$ cat src/rtl/wb_divider_master.sv
// Wishbone classic initiator for the serial divider slave: loads the operands, starts
// the divide, polls STATUS until done, then reads the quotient and remainder back.

module wb_divider_master #(
    parameter int unsigned    WBW         = 32,
    parameter int unsigned    XLEN        = 32,
    parameter logic [WBW-1:0] BASE_ADR    = 32'h3000_0000,
    parameter int unsigned    ACK_TIMEOUT = 64,
    parameter int unsigned    POLL_MAX    = 1024
) (
    input  logic             wb_clk_i,
    input  logic             wb_rst_i,
    input  logic             cmd_valid_i,
    output logic             cmd_ready_o,
    input  logic [XLEN-1:0]  cmd_dividend_i,
    input  logic [XLEN-1:0]  cmd_divisor_i,
    output logic             rsp_valid_o,
    input  logic             rsp_ready_i,
    output logic [XLEN-1:0]  rsp_quotient_o,
    output logic [XLEN-1:0]  rsp_remainder_o,
    output logic             rsp_err_o,
    output logic             wbm_cyc_o,
    output logic             wbm_stb_o,
    output logic             wbm_we_o,
    output logic [WBW/8-1:0] wbm_sel_o,
    output logic [WBW-1:0]   wbm_adr_o,
    output logic [WBW-1:0]   wbm_dat_o,
    input  logic             wbm_ack_i,
    input  logic [WBW-1:0]   wbm_dat_i,
    output logic             busy_o
);

    localparam int unsigned    TW        = $clog2(ACK_TIMEOUT + 1);
    localparam int unsigned    PW        = $clog2(POLL_MAX + 1);
    localparam logic [TW-1:0]  TMO_LAST  = TW'(ACK_TIMEOUT - 1);
    localparam logic [PW-1:0]  POLL_LAST = PW'(POLL_MAX - 1);
    localparam logic [WBW-1:0] ADR_CTRL  = BASE_ADR + WBW'(32'h00);
    localparam logic [WBW-1:0] ADR_STAT  = BASE_ADR + WBW'(32'h04);
    localparam logic [WBW-1:0] ADR_DVD   = BASE_ADR + WBW'(32'h08);
    localparam logic [WBW-1:0] ADR_DVS   = BASE_ADR + WBW'(32'h0C);
    localparam logic [WBW-1:0] ADR_QUO   = BASE_ADR + WBW'(32'h10);
    localparam logic [WBW-1:0] ADR_REM   = BASE_ADR + WBW'(32'h14);

    typedef enum logic [2:0] {
        ST_IDLE    = 3'd0,
        ST_WR_DVD  = 3'd1,
        ST_WR_DVS  = 3'd2,
        ST_WR_GO   = 3'd3,
        ST_RD_STAT = 3'd4,
        ST_RD_QUO  = 3'd5,
        ST_RD_REM  = 3'd6,
        ST_RESP    = 3'd7
    } state_t;

    state_t            state_r, next_state_s;
    logic              cyc_r, we_r, cmd_ready_r, rsp_valid_r, busy_r, err_r;
    logic [WBW/8-1:0]  sel_r;
    logic [WBW-1:0]    adr_r, dat_r;
    logic [XLEN-1:0]   dvd_r, dvs_r, quo_r, rem_r;
    logic [TW-1:0]     tmo_cnt_r;
    logic [PW-1:0]     poll_cnt_r;

    logic              accept_s, ack_s, tmo_s, poll_fail_s, is_acc_s, bus_on_s, acc_we_s;
    logic [WBW-1:0]    acc_adr_s, acc_dat_s;

    // Handshake and bus event decode; acks outside an active strobe are ignored
    always_comb begin
        accept_s    = cmd_valid_i && cmd_ready_r;
        ack_s       = cyc_r && wbm_ack_i;
        tmo_s       = cyc_r && !wbm_ack_i && (tmo_cnt_r == TMO_LAST);
        poll_fail_s = (state_r == ST_RD_STAT) && ack_s && !wbm_dat_i[1] && (poll_cnt_r == POLL_LAST);
        is_acc_s    = (state_r != ST_IDLE) && (state_r != ST_RESP);
    end

    // State register
    always_ff @(posedge wb_clk_i) begin
        if (wb_rst_i) begin
            state_r <= ST_IDLE;
        end else begin
            state_r <= next_state_s;
        end
    end

    // Next-state logic
    always_comb begin
        next_state_s = state_r;
        case (state_r)
            ST_IDLE:    if (accept_s) next_state_s = ST_WR_DVD; else next_state_s = ST_IDLE;
            ST_WR_DVD:  if (tmo_s) next_state_s = ST_RESP; else if (ack_s) next_state_s = ST_WR_DVS; else next_state_s = state_r;
            ST_WR_DVS:  if (tmo_s) next_state_s = ST_RESP; else if (ack_s) next_state_s = ST_WR_GO;  else next_state_s = state_r;
            ST_WR_GO:   if (tmo_s) next_state_s = ST_RESP; else if (ack_s) next_state_s = ST_RD_STAT; else next_state_s = state_r;
            ST_RD_STAT: begin
                if (tmo_s || poll_fail_s)       next_state_s = ST_RESP;
                else if (ack_s && wbm_dat_i[1]) next_state_s = ST_RD_QUO;
                else                            next_state_s = state_r;
            end
            ST_RD_QUO:  if (tmo_s) next_state_s = ST_RESP; else if (ack_s) next_state_s = ST_RD_REM; else next_state_s = state_r;
            ST_RD_REM:  if (tmo_s || ack_s) next_state_s = ST_RESP; else next_state_s = state_r;
            ST_RESP:    if (rsp_ready_i) next_state_s = ST_IDLE; else next_state_s = ST_RESP;
            default:    next_state_s = ST_IDLE;
        endcase
    end

    // Bus request for the current access; the IDLE entry pre-loads the dividend write
    // so the strobe rises on the acceptance edge
    always_comb begin
        acc_adr_s = ADR_CTRL;
        acc_we_s  = 1'b0;
        acc_dat_s = {WBW{1'b0}};
        case (state_r)
            ST_IDLE:    begin acc_adr_s = ADR_DVD; acc_we_s = 1'b1; acc_dat_s = WBW'(cmd_dividend_i); end
            ST_WR_DVD:  begin acc_adr_s = ADR_DVD; acc_we_s = 1'b1; acc_dat_s = WBW'(dvd_r); end
            ST_WR_DVS:  begin acc_adr_s = ADR_DVS; acc_we_s = 1'b1; acc_dat_s = WBW'(dvs_r); end
            ST_WR_GO:   begin acc_adr_s = ADR_CTRL; acc_we_s = 1'b1; acc_dat_s = WBW'(32'h1); end
            ST_RD_STAT: acc_adr_s = ADR_STAT;
            ST_RD_QUO:  acc_adr_s = ADR_QUO;
            ST_RD_REM:  acc_adr_s = ADR_REM;
            default:    acc_adr_s = ADR_CTRL;
        endcase
        if (accept_s) begin
            bus_on_s = 1'b1;
        end else if (is_acc_s && !cyc_r) begin
            bus_on_s = 1'b1;
        end else if (is_acc_s && !ack_s && !tmo_s) begin
            bus_on_s = 1'b1;
        end else begin
            bus_on_s = 1'b0;
        end
    end

    // Registered bus, handshake, result and counter state
    always_ff @(posedge wb_clk_i) begin
        if (wb_rst_i) begin
            cyc_r       <= 1'b0;
            we_r        <= 1'b0;
            sel_r       <= {(WBW/8){1'b0}};
            adr_r       <= {WBW{1'b0}};
            dat_r       <= {WBW{1'b0}};
            cmd_ready_r <= 1'b1;
            rsp_valid_r <= 1'b0;
            busy_r      <= 1'b0;
            err_r       <= 1'b0;
            dvd_r       <= {XLEN{1'b0}};
            dvs_r       <= {XLEN{1'b0}};
            quo_r       <= {XLEN{1'b0}};
            rem_r       <= {XLEN{1'b0}};
            tmo_cnt_r   <= {TW{1'b0}};
            poll_cnt_r  <= {PW{1'b0}};
        end else begin
            cyc_r       <= bus_on_s;
            we_r        <= bus_on_s && acc_we_s;
            sel_r       <= bus_on_s ? {(WBW/8){1'b1}} : {(WBW/8){1'b0}};
            adr_r       <= bus_on_s ? acc_adr_s : {WBW{1'b0}};
            dat_r       <= (bus_on_s && acc_we_s) ? acc_dat_s : {WBW{1'b0}};
            cmd_ready_r <= (next_state_s == ST_IDLE);
            rsp_valid_r <= (next_state_s == ST_RESP);
            busy_r      <= (next_state_s != ST_IDLE);
            tmo_cnt_r   <= (cyc_r && !wbm_ack_i) ? tmo_cnt_r + TW'(1) : {TW{1'b0}};
            if (accept_s) begin
                dvd_r      <= cmd_dividend_i;
                dvs_r      <= cmd_divisor_i;
                err_r      <= 1'b0;
                quo_r      <= {XLEN{1'b0}};
                rem_r      <= {XLEN{1'b0}};
                poll_cnt_r <= {PW{1'b0}};
            end else begin
                if (tmo_s || poll_fail_s) err_r <= 1'b1;
                if ((state_r == ST_RD_STAT) && ack_s) poll_cnt_r <= poll_cnt_r + PW'(1);
                if ((state_r == ST_RD_QUO) && ack_s)  quo_r <= wbm_dat_i[XLEN-1:0];
                if ((state_r == ST_RD_REM) && ack_s)  rem_r <= wbm_dat_i[XLEN-1:0];
            end
        end
    end

    assign cmd_ready_o     = cmd_ready_r;
    assign rsp_valid_o     = rsp_valid_r;
    assign rsp_quotient_o  = quo_r;
    assign rsp_remainder_o = rem_r;
    assign rsp_err_o       = err_r;
    assign wbm_cyc_o       = cyc_r;
    assign wbm_stb_o       = cyc_r;
    assign wbm_we_o        = we_r;
    assign wbm_sel_o       = sel_r;
    assign wbm_adr_o       = adr_r;
    assign wbm_dat_o       = dat_r;
    assign busy_o          = busy_r;

endmodule

$ cat config.mk
export PLATFORM = sky130hd
export DESIGN_NAME = wb_divider_master
export DESIGN_NICKNAME = d
export VERILOG_FILES = /design/src/rtl/wb_divider_master.sv
export SDC_FILE = /design/constraint.sdc
export NUM_CORES = 1
export LEC_CHECK = 0
export ABC_AREA = 1
export CAP_MARGIN = 20
export CELL_PAD_IN_SITES_DETAIL_PLACEMENT = 2
export CELL_PAD_IN_SITES_GLOBAL_PLACEMENT = 2
export CORE_ASPECT_RATIO = 1.75
export CORE_UTILIZATION = 27
export CTS_CLUSTER_DIAMETER = 150
export DETAILED_ROUTE_END_ITERATION = 12
export PLACE_DENSITY_LB_ADDON = 0.1
export SLEW_MARGIN = 5
export SYNTH_ARGS = -nofsm -noshare
export SYNTH_HDL_FRONTEND = slang
export SYNTH_SLANG_ARGS = --single-unit
$ cat constraint.sdc
create_clock -name wb_clk_i -period 2.7 [get_ports wb_clk_i]
set_input_delay 0.54 -clock wb_clk_i [delete_from_list [all_inputs] [get_ports wb_clk_i]]
set_output_delay 0.54 -clock wb_clk_i [all_outputs]
set_load 0.01 [all_outputs]
==> impl_metrics.json <==
{
  "outcome": "finished clean",
  "start_kind": "register",
  "finalCritPeriodShare": 0.766,
  "grt_max_degree": 62,
  "dp_cells": 1415,
  "synthDistinctLibCells": 37,
  "path_cells": "clkdlybuf4s50_1",
  "worstPathMaxFanout": 8,
  "grtUsageTotal": 0.186,
  "fmax_ghz": 0.484,
  "hold_buffers": 0,
  "grt_pass1_wl_um": 39500,
  "clkSinkCount": 191,
  "setup_violations": 0,
  "avgRoutedWirePerCell_um": 17.1,
  "critPathBufInv": 1,
  "via_count": 6734,
  "min-delay-start": "tmo_cnt_r[0]",
  "cts-root-buf": "clkbuf_16",
  "endpoint_kind": "output port",
  "max_cap_viol_count": 0,
  "cts_max_level": 4,
  "dieHeight_um": 218,
  "critical-path-top-delay-family": "buffers and inverters",
  "cts_buffers": 17,
  "syn_area_per_cell_um2": 7.84,
  "final_layout_size_suffix_gt1_frac": 0.0560,
  "initial_core_util": 0.276,
  "min_path_type": "reg2reg",
  "r2r_start": "tmo_cnt_r[0]",
  "crit_path_max_incr_delay_ns": 0.60,
  "die_w_um": 126,
  "core_area_um2": 26200,
  "io_pins": 240,
  "drt-initial-drc-count": 221,
  "ys_seq_area_frac": 0.529,
  "final_antenna_net_count": 0,
  "tightest_slew_ns": 0.536,
  "crit_start": "wbm_sel_o[2]",
  "setup-tns-final_ns": 0,
  "tritoncts": "built",
  "irDropWorstVdd_mv": 0.495,
  "synth_flop_cell": "dfxtp_1",
  "finClkSkew_ns": 0.0120,
  "critPathKind": "reg2out",
  "synth_seq_cells": 191,
  "drv_slew": 0,
  "cp_slowest_cell": "clkdlybuf4s50_1",
  "fin_nets": 1217,
  "synth_edf_count": 0,
  "p_leak_nw": 4.16,
  "hold_viol_final": 0,
  "grt_overflow": 0,
  "syn_inst": 922,
  "powerDensity_nw_per_um2": 648,
  "finalWirelength_um": 24700,
  "place_congestion": 0.752,
  "clk_pin_slew_ns": 0.07,
  "die_area_um2": 27500,
  "final_cells": 1445,
  "drtPass1Iterations": 4,
  "arrival_ns": 1.53,
  "antennaDiodeCount": 0,
  "rows": 78,
  "synthArstFlopShare": 0,
  "grt_pass1_vias": 7528,
  "p_total_mw": 6.55,
  "rsz0062_at_grt": "no",
  "clockBufferDepth": 2,
  "postCtsSetupRepairBufs": 0,
  "yosys_warnings": 0,
  "synth.cell_area_um2": 7230,
  "vias_per_cell": 4.66,
  "worstPathRequired_ns": 2.16,
  "antenna_found_initial": 0,
  "clk_latency_ns": 0.45,
  "dp_hpwl_um": 17200,
  "port_buffers": 212,
  "area_delta_synth_final_pct": 39.9,
  "post_cts_resized": 0,
  "relSlewSlack": 0.643,
  "min_period_ns": 2.07,
  "drcViolationCount": 0
}
-- kinds of logic after synthesis --
family / count (synthesis) / share of synthesized area
xor gates and xnor gates: 3 / 0.00363
DFF: 191 / 0.529
adders and majority gates: 2 / 0.00346
other: 1 / 0.000519
buffers and inverters: 180 / 0.117
AOI/OAI and AO/OA: 222 / 0.167
and+or+nand+nor: 323 / 0.180
-- per-layer routing --
metal	global-route usage	wire length (um)
met5	0	0
met4	0.0516	259
met3	0.0685	1700
met2	0.355	13200
met1	0.187	9550
-- state kept, by name (all words and copies together) (netlist names) --
register / cells
state_r: 3
cmd_ready_o: 1
dvd_r: 32
rsp_valid_o: 1
wbm_sel_o: 1
wbm_adr_o: 4
poll_cnt_r: 11
tmo_cnt_r: 7
rsp_quotient_o: 32
dvs_r: 32
rsp_remainder_o: 32
wbm_we_o: 1
rsp_err_o: 1
wbm_dat_o: 32
busy_o: 1
-- worst paths after layout --
check,to,slack (ns),cells past startpoint
worst max-delay path,wbm_cyc_o,0.63,1
worst max register to register,wbm_dat_o[25],0.72,10
worst min-delay path,tmo_cnt_r[0],0.45,1
worst min register to register,tmo_cnt_r[0],0.45,1
-- worst register-to-register path: stages, from the launching register on --
cell	delay [ns]
dfxtp_1	0.36
ha_1	0.18
nand2_1	0.10
nor2_2	0.17
nand3_2	0.16
nand2_1	0.16
o21ai_1	0.09
nand2_2	0.15
nor2_4	0.06
inv_4	0.32
nor2_1	0.11
-- cell usage in the layout (no fill, tap or decap), drive strengths merged --
master,n
o31ai,1
nor3b,3
ha,2
nand3,12
o21ai,106
xor2,3
clkdlybuf4s50,212
nor3,4
nor2,251
a21oi,45
a31oi,2
bufinv,2
a211oi,3
conb,27
or2,1
o211ai,1
o22ai,62
inv,98
dfxtp,191
a21boi,1
clkinv,3
o21a,1
buf,17
clkbuf,25
nand2,50
nand4,2
-- report_power, final --
part | switching, mW | total [mW] | internal, mW | leakage, nW
sequential | 0.0777 | 3.06 | 2.98 | 1.56
clock | 1.09 | 2.54 | 1.45 | 0.284
combinational | 0.523 | 0.953 | 0.431 | 2.32
total | 1.69 | 6.55 | 4.86 | 4.16
-- cells in the mapped netlist, types with 2 or more instances --
cell	number	area, um2
nor2_1	245	920
dfxtp_1	191	3820
o21ai_0	101	505
inv_1	92	345
o22ai_1	62	388
nand2_1	47	176
a21oi_1	45	225
buf_4	34	255
clkbuf_1	28	105
buf_2	10	50.1
nand3_1	10	50.1
nor2_2	5	31.3
o21ai_1	5	25.0
buf_1	4	15.0
inv_2	4	15.0
a211oi_1	3	22.5
buf_6	3	33.8
clkbuf_2	3	15.0
nor3_1	3	15.0
nor3b_1	3	22.5
xor2_1	3	26.3
a31oi_1	2	12.5
ha_1	2	25.0
nand2_2	2	12.5
nand3_2	2	20.0
nand4_1	2	12.5
-- per-stage QoR --
step	util	hold slack (ns)	cell area, um2	setup slack (ns)
2_1_floorplan	-	0.418	7330	1.12
3_3_place_gp	0.365	0.435	9540	0.355
3_5_place_dp	0.365	0.441	9540	0.285
4_1_cts	0.387	0.460	10100	0.563
5_1_grt	0.387	0.484	10100	0.481
6_report	0.387	0.452	10100	0.633
-- layout make-up --
| class | count | area [um2] |
|---|---|---|
| Clock buffer | 25 | 495 |
| Clock inverter | 5 | 78.8 |
| Fill cell | 2986 | 16000 |
| Inverter | 98 | 370 |
| Multi-Input combinational cell | 577 | 2670 |
| Sequential cell | 191 | 3820 |
| Tap cell | 320 | 400 |
| Timing Repair Buffer | 229 | 2270 |
(Power assumes the default switching activity.)
